**config.mk**
```make
export PLATFORM = sky130hd
export DESIGN_NAME = hash_round_engine
export DESIGN_NICKNAME = d
export VERILOG_FILES = /design/src/rtl/hash_round_engine.sv
export SDC_FILE = /design/constraint.sdc
export NUM_CORES = 1
export LEC_CHECK = 0
export ABC_AREA = 1
export CORE_MARGIN = 8
export CORE_UTILIZATION = 40
export CTS_BUF_LIST = sky130_fd_sc_hd__clkbuf_4
export CTS_CLUSTER_DIAMETER = 60
export DETAILED_ROUTE_END_ITERATION = 8
export GPL_ROUTABILITY_DRIVEN = 0
export GPL_TIMING_DRIVEN = 0
export SLEW_MARGIN = 20
export SYNTH_ARGS = -nofsm -noshare
export SYNTH_HDL_FRONTEND = slang
export SYNTH_SLANG_ARGS = --single-unit
```
**constraint.sdc**
```tcl
create_clock -name clk -period 6 [get_ports clk]
set_input_delay 1.2 -clock clk [delete_from_list [all_inputs] [get_ports clk]]
set_output_delay 1.2 -clock clk [all_outputs]
set_load 0.05 [all_outputs]
```
**src/rtl/hash_round_engine.sv**
```systemverilog
// -----------------------------------------------------------------------------
// hash_round_engine
//
// Sequential driver for the 4-bit-lane round stage of the lightweight hash.
// Holds the 8 x 4-bit chaining state h, absorbs message bytes over a
// valid/ready handshake and applies ROUNDS rounds per byte, one per clock.
// The 32-bit digest {h[7],...,h[0]} is presented once the last byte is done.
//
// Parameters
//   ROUNDS        rounds applied per absorbed byte (1..255)
//   IV            initial chaining value loaded on start (nibble i = IV[4i+3:4i])
//
// Ports
//   clk           rising-edge clock
//   rst_n         asynchronous active-low reset
//   start         begin a new hash (honoured only in IDLE or DONE)
//   msg_valid     msg_data / msg_last are valid
//   msg_data      message byte
//   msg_last      this byte is the final byte of the message
//   msg_ready     engine accepts a byte this cycle (ABSORB)
//   busy          high in ABSORB and ROUND
//   digest        current chaining state, meaningful while digest_valid = 1
//   digest_valid  high in DONE
// -----------------------------------------------------------------------------
module hash_round_engine #(
    parameter int          ROUNDS = 16,
    parameter logic [31:0] IV     = 32'h0123_4567
) (
    input  logic        clk,
    input  logic        rst_n,
    input  logic        start,
    input  logic        msg_valid,
    input  logic [7:0]  msg_data,
    input  logic        msg_last,
    output logic        msg_ready,
    output logic        busy,
    output logic [31:0] digest,
    output logic        digest_valid
);

    localparam logic [1:0] ST_IDLE   = 2'd0;
    localparam logic [1:0] ST_ABSORB = 2'd1;
    localparam logic [1:0] ST_ROUND  = 2'd2;
    localparam logic [1:0] ST_DONE   = 2'd3;

    // Counter value during the cycle whose edge applies the final round.
    localparam logic [7:0] LAST_RND = 8'(ROUNDS - 1);

    // Fixed 4-bit substitution box.
    function automatic logic [3:0] sbox4(input logic [3:0] x);
        logic [3:0] y;
        case (x)
            4'h0: y = 4'hC;
            4'h1: y = 4'h5;
            4'h2: y = 4'h6;
            4'h3: y = 4'hB;
            4'h4: y = 4'h9;
            4'h5: y = 4'h0;
            4'h6: y = 4'hA;
            4'h7: y = 4'hD;
            4'h8: y = 4'h3;
            4'h9: y = 4'hE;
            4'hA: y = 4'hF;
            4'hB: y = 4'h8;
            4'hC: y = 4'h4;
            4'hD: y = 4'h7;
            4'hE: y = 4'h1;
            default: y = 4'h2;
        endcase
        return y;
    endfunction

    // 4-bit circular left rotate: the upper half of {x,x} << amt.
    function automatic logic [3:0] rotl4(input logic [3:0] x, input logic [1:0] amt);
        logic [7:0] d;
        d = {x, x} << amt;
        return d[7:4];
    endfunction

    // One round: lane i takes lane (i+2) mod 8, mixed with s, rotated by i/2.
    function automatic logic [31:0] round_fn(input logic [31:0] h, input logic [3:0] s);
        logic [31:0] r;
        r = '0;
        for (int i = 0; i < 8; i++) begin
            r[4*i +: 4] = rotl4(h[4*((i + 2) % 8) +: 4] ^ s, 2'(i / 2));
        end
        return r;
    endfunction

    logic [1:0]  state_q, state_d;
    logic [31:0] h_q, h_d;
    logic [7:0]  cnt_q, cnt_d;
    logic [7:0]  byte_q, byte_d;
    logic        last_q, last_d;

    logic [3:0]  m_r;
    logic [3:0]  s_in;
    logic [31:0] h_round;

    // Even rounds mix in the low nibble of the byte, odd rounds the high one.
    assign m_r     = cnt_q[0] ? byte_q[7:4] : byte_q[3:0];
    assign s_in    = sbox4(h_q[3:0] ^ m_r);
    assign h_round = round_fn(h_q, s_in);

    always_comb begin
        state_d = state_q;
        h_d     = h_q;
        cnt_d   = cnt_q;
        byte_d  = byte_q;
        last_d  = last_q;
        case (state_q)
            ST_IDLE: begin
                // A byte presented alongside start is not consumed here.
                if (start) begin
                    h_d     = IV;
                    state_d = ST_ABSORB;
                end
            end
            ST_ABSORB: begin
                if (msg_valid) begin
                    byte_d  = msg_data;
                    last_d  = msg_last;
                    cnt_d   = 8'd0;
                    state_d = ST_ROUND;
                end
            end
            ST_ROUND: begin
                h_d   = h_round;
                cnt_d = cnt_q + 8'd1;
                if (cnt_q == LAST_RND) begin
                    state_d = last_q ? ST_DONE : ST_ABSORB;
                end
            end
            default: begin
                if (start) begin
                    h_d     = IV;
                    state_d = ST_ABSORB;
                end
            end
        endcase
    end

    always_ff @(posedge clk or negedge rst_n) begin
        if (!rst_n) begin
            state_q <= ST_IDLE;
            h_q     <= '0;
            cnt_q   <= '0;
            byte_q  <= '0;
            last_q  <= 1'b0;
        end else begin
            state_q <= state_d;
            h_q     <= h_d;
            cnt_q   <= cnt_d;
            byte_q  <= byte_d;
            last_q  <= last_d;
        end
    end

    assign msg_ready    = (state_q == ST_ABSORB);
    assign busy         = (state_q == ST_ABSORB) || (state_q == ST_ROUND);
    assign digest_valid = (state_q == ST_DONE);
    assign digest       = h_q;

endmodule

```
## Yosys cells after proc, flatten, opt, wreduce, memory -nomap -nowiden

Memory sizes are Yosys's and may differ from the RTL's.
Index checks and enable logic that the tools add are counted.

- ROM bits: 64
- Input port bits: 13
- Memories kept: 1
- Output and inout port bits: 35
- Logic and storage cells: 41
- Bits in registers: 51

Memories:

| memory | depth | width | read ports | clocked after Yosys merged registers in | write ports | RTL line | RTL |
|---|---|---|---|---|---|---|---|
| (no name shown) | 16 | 4 | 1 | 0 | 0 | 52 | `case (x)` |

- Bitwise logic cells: 10
- Multiplexer cells: 10
- Add/subtract/negate cells: 1
- Equal/unequal tests: 6
- Reduce and logical (&&, ||, !) cells: 8

Operator list:

| kind | number |
|---|---|
| one-hot mux 32 bit (2 select lines) | 1 |
| XOR 4 bit | 9 |
| two-way mux 32 bit | 1 |
| one-hot mux 8 bit (2 select lines) | 1 |
| adder 8 x 1 -> 8 bit (second input constant) | 1 |
| == test 8 x 4 -> 1 bit (second input constant) | 1 |
| two-way mux 2 bit | 4 |
| two-way mux 8 bit | 1 |
| AND reduction 2 bit | 3 |
| == test 2 bit (second input constant) | 2 |
| two-way mux 4 bit | 1 |
| != test 2 bit (second input constant) | 2 |
| one-hot mux 2 bit (2 select lines) | 1 |
| nonzero test 2 bit | 2 |
| AND reduction 3 bit | 1 |
| nonzero test 3 bit | 1 |
| == test 2 x 1 -> 1 bit (second input constant) | 1 |
| logical OR 1 bit | 1 |
| inverter 1 bit | 1 |

## Longest topological paths before layout

Gate-level depths: netlist (run 1).
An unclocked memory read counts as a cell.

- Depth after elaboration: 5
- Depth in mapped cells: 16
- Depth with buffers taken out: 15

## Least setup slack after synthesis (run 1)

Ideal clock, no wire load.

- Path type: flip-flop to output port
- Start point: reg state_q[0]
- End point: out busy
- Buffers on the path: 0
- Data arrival time: 1.043 ns
- Data required time: 4.800 ns
- Path slack: 3.757 ns
- Cell stages (with the launch flop): 4
- Cells stage by stage: dfrtp_1 -> inv_1 -> ha_1 -> inv_1

- Cells in the longest elaborated chain, start to end: 2
- Elaborated cells between the ends (all ways): 3
- Those cells by class: eq/ne (2); reduce/logical (1)

Ends and longest elaborated chain:

| what | RTL line | RTL |
|---|---|---|
| from (decl) | 90 | `logic [1:0] state_q, state_d;` |
| from (signal assigned) | 151 | `state_q <= state_d;` |
| == test 2 x 1 -> 1 bit / == test 2 bit (equally long branches) | 160 | `assign busy = (state_q == ST_ABSORB) \|\| (state_q == ST_ROUND);` |
| logical OR 1 bit (*) | 160 |  |
| to (decl) | 36 | `output logic busy,` |

Every way passes the cells marked *; elsewhere a longest branch is shown, timed or not.

## Worst setup path after layout (run 1)

Ends and elaborated chain as after synthesis.

==> flow_metrics.env, run 1 <==
export IMPL_outcome="finished, final reports clean"
export IMPL_dp_hpwl_um=5630
export IMPL_fp_dieArea_um2=10600
export IMPL_drc=0
export IMPL_diodes=0
export IMPL_timing_final_crit_share_pct=54.0
export IMPL_grt_pass1_wl_um=13200
export IMPL_internal_power_w=0.000401
export IMPL_synth_fp_nets=436
export IMPL_cts_resized=0
export IMPL_ys_ff_latch=51
export IMPL_final_layout_size_suffix_gt1_share_pct=8.72
export IMPL_grt_max_degree=52
export IMPL_synthArstFlopShare_pct=100
export IMPL_wl_um=7700
export IMPL_fin_worst_skew_ns=0.00880
export IMPL_endpoint_kind="output pin"
export IMPL_path_max_fanout=5
export IMPL_power_switching_w=0.000120
export IMPL_total_power_w=0.000521
export IMPL_fin_tns_setup_ns=0
export IMPL_viasPerCell=4.91
export IMPL_numClockSinks=51
export IMPL_pre_cts_ws_ns=3.05
export IMPL_period_minus_slack_ns=3.24
export IMPL_hold_path_class="register to register"
export IMPL_final_nets=490
export IMPL_grt_pass1_vias=2724
export IMPL_syn_to_final_growth_pct=21.4
export IMPL_cellPowerDensity_nw_per_um2=141
export IMPL_antenna_found_initial=0
export IMPL_yosys_most_used_dff="dfrtp_1"
export IMPL_critPathRequiredTime_ns=4.80
export IMPL_syn_area_um2=3040
export IMPL_dp_cells=561
export IMPL_setup_ws_ns=2.76
export IMPL_vdd_ir_drop_max_v=0.0000751
export IMPL_wl_per_cell_um=13.5
export IMPL_ctsHtreeMaxLevel=2
export IMPL_p_comb_share_pct=2.7
export IMPL_clk_latency_ns=0.37
export IMPL_num_fill_cells=752
export IMPL_crit_path_start_kind="register"
export IMPL_synth_distinct_cells=27
export IMPL_synth_edf_count=0
export IMPL_slew_viol_final=0
export IMPL_p_seq_share_pct=66.0
export IMPL_synth_seq_area_share_pct=42.0
export IMPL_portBuffers=47
export IMPL_switching_share_pct=23.1
export IMPL_syn_instance_count=415
export IMPL_timing_fmax_mhz=308
export IMPL_instances_no_fill=569
export IMPL_antenna_left=0
export IMPL_post_cts_setup_buffers=0
export IMPL_rsz0062_at_grt="no"
export IMPL_syn_avg_cell_area_um2=7.33
export IMPL_max_cap_violations=0
export IMPL_dr_pass1_iters=4
export IMPL_clk_pin_slew_ns=0.15
export IMPL_holdBufCountCts=0
export IMPL_tightest_slew_ns=0.664
export IMPL_die_w_um=103
export IMPL_setup_viol_count_final=0
export IMPL_multiInputGateArea_um2=1460
export IMPL_row_count=31
export IMPL_start_util_pct=41.7
export IMPL_p_clk_share_pct=31.3
export IMPL_cts_buffers=5
export IMPL_drtIter0Drc=97
export IMPL_grt_total_usage_pct=15.7
export IMPL_finalHoldViolations=0
export IMPL_ctsRootBufferMaster="clkbuf_4"
export IMPL_seq_area_um2=1280
export IMPL_cp_arrival_ns=2.04
export IMPL_vias=2795
export IMPL_yosysWarningCount=0
export IMPL_crit_type="register to output pin"
export IMPL_power_leakage_nw=1.93
export IMPL_clockBufferDepth=2
export IMPL_num_io_pins=48
export IMPL_gr_total_overflow=0
export IMPL_core_um2=7290
export IMPL_cts_tree="done"
export IMPL_max_slew_margin_pct=55.7
export IMPL_dieHeight_um=103
critical path: stages (launching register included):
cell,delay (ns)
dfrtp_1,0.44
inv_1,0.06
ha_1,0.30
inv_1,0.06
clkdlybuf4s50_1,0.80
per-layer routing:
metal	GRT usage, %	up-vias	wire length [um]
li1	-	1420	-
met1	21.5	1311	3770
met2	24.9	59	3450
met3	3.28	5	407
met4	3.67	0	71
met5	0	-	0
sequential cells by signal (all words and copies together) (netlist names):
register and cells:
byte_q 8, cnt_q 8, digest 32, last_q 1, state_q 2
final timing paths:
path / from / endpoint / slack, ns / cells after the start
max: state_q[0] / busy / 2.76 / 4
max in group asynchronous: rst_n / byte_q[5] / 4.71 / 1
max reg2reg: cnt_q[0] / digest[8] / 3.80 / 16
min reg2reg: byte_q[7] / byte_q[7] / 0.52 / 2
min: byte_q[7] / byte_q[7] / 0.52 / 2
min in group asynchronous: rst_n / cnt_q[5] / 0.83 / 1
power by group through the flow:
stage / registers [W] / clock network, W / logic (W)
4_1_cts: 0.000344 / 0.000171 / 0.0000148
5_1_grt: 0.000344 / 0.000180 / 0.0000163
6_report: 0.000344 / 0.000163 / 0.0000141
3_5_place_dp: 0.000350 / 0 / 0.0000148
2_1_floorplan: 0.000350 / 0 / 0.00000000116
3_3_place_gp: 0.000350 / 0 / 0.0000149
stage by stage:
stage,area (um^2),hold WS [ns],util (%)
2_1_floorplan,3040,0.449,-
3_3_place_gp,3630,0.473,49.8
3_5_place_dp,3630,0.483,49.8
4_1_cts,3690,0.520,50.6
5_1_grt,3690,0.548,50.6
6_report,3690,0.516,50.6
cells by family after synthesis:
family                   after synthesis  share of synthesized area (%)
AO/OA/AOI/OAI                         37                           6.34
AND/OR/NAND/NOR                      245                           38.4
adder cells (fa/ha/maj)                8                           3.29
flip-flops                            51                           42.0
buffers and inverters                 74                           10.0
cells in the mapped netlist, types with 2 or more instances:
cell type,instances,share of area (%)
buf_2,2,0.33
a21oi_1,7,1.2
o21ai_2,2,0.58
ha_1,8,3.3
nor3_1,5,0.82
inv_1,62,7.7
nand3_1,63,10
nand3_4,2,1.2
nand3_2,7,2.3
clkbuf_1,4,0.49
nand2_2,5,1.0
nor2_1,15,1.9
o21ai_1,10,1.6
nand2_4,8,3.0
dfrtp_1,51,42
buf_6,2,0.74
o21ai_0,18,3.0
nand2_1,135,17
cell usage in the layout, fill, tap and decap left out, types with 2 or more instances in the layout:
| master | n |
|---|---|
| nand2_4 | 8 |
| nand3_2 | 7 |
| o21ai_1 | 10 |
| nand3_4 | 2 |
| nand2_1 | 135 |
| nor2_1 | 15 |
| nand3_1 | 63 |
| o21ai_2 | 2 |
| inv_1 | 62 |
| clkbuf_4 | 6 |
| a21oi_1 | 7 |
| buf_6 | 2 |
| clkdlybuf4s50_1 | 46 |
| nor3_1 | 5 |
| o21ai_0 | 18 |
| nand2_2 | 5 |
| ha_1 | 8 |
| buf_2 | 2 |
| dfrtp_1 | 51 |
| clkbuf_1 | 4 |
area by class of cell:
cell class / count / share of cell area [%]
sequential: 51 / 34.6
inverter: 65 / 6.88
clock inverter: 2 / 0.339
tap: 99 / 3.36
timing repair buffer: 47 / 12.7
clock buffer: 6 / 1.22
multi-input combinational: 290 / 39.5
buffer: 9 / 1.39
Power figures use the tool's default switching activity.
==> run 2, diff against run 1 <==
==> constraint.sdc (replaced) <==
create_clock -name clk -period 2.8 [get_ports clk]
set_input_delay 0.56 -clock clk [delete_from_list [all_inputs] [get_ports clk]]
set_output_delay 0.56 -clock clk [all_outputs]
set_load 0.05 [all_outputs]
==> results of run 2 <==
The final DEF is identical to that of run 1. Status: finished, final reports clean.
Among the figures that moved: setup slack after placement 3.05 ns -> 0.489 ns; setup slack after layout 2.76 ns -> 0.198 ns; hold slack 0.516 ns -> 0.193 ns; register-to-register setup slack 3.80 ns -> 0.60 ns; total power 0.000521 W -> 0.00112 W; worst IR drop on VDD 0.0000751 V -> 0.000161 V
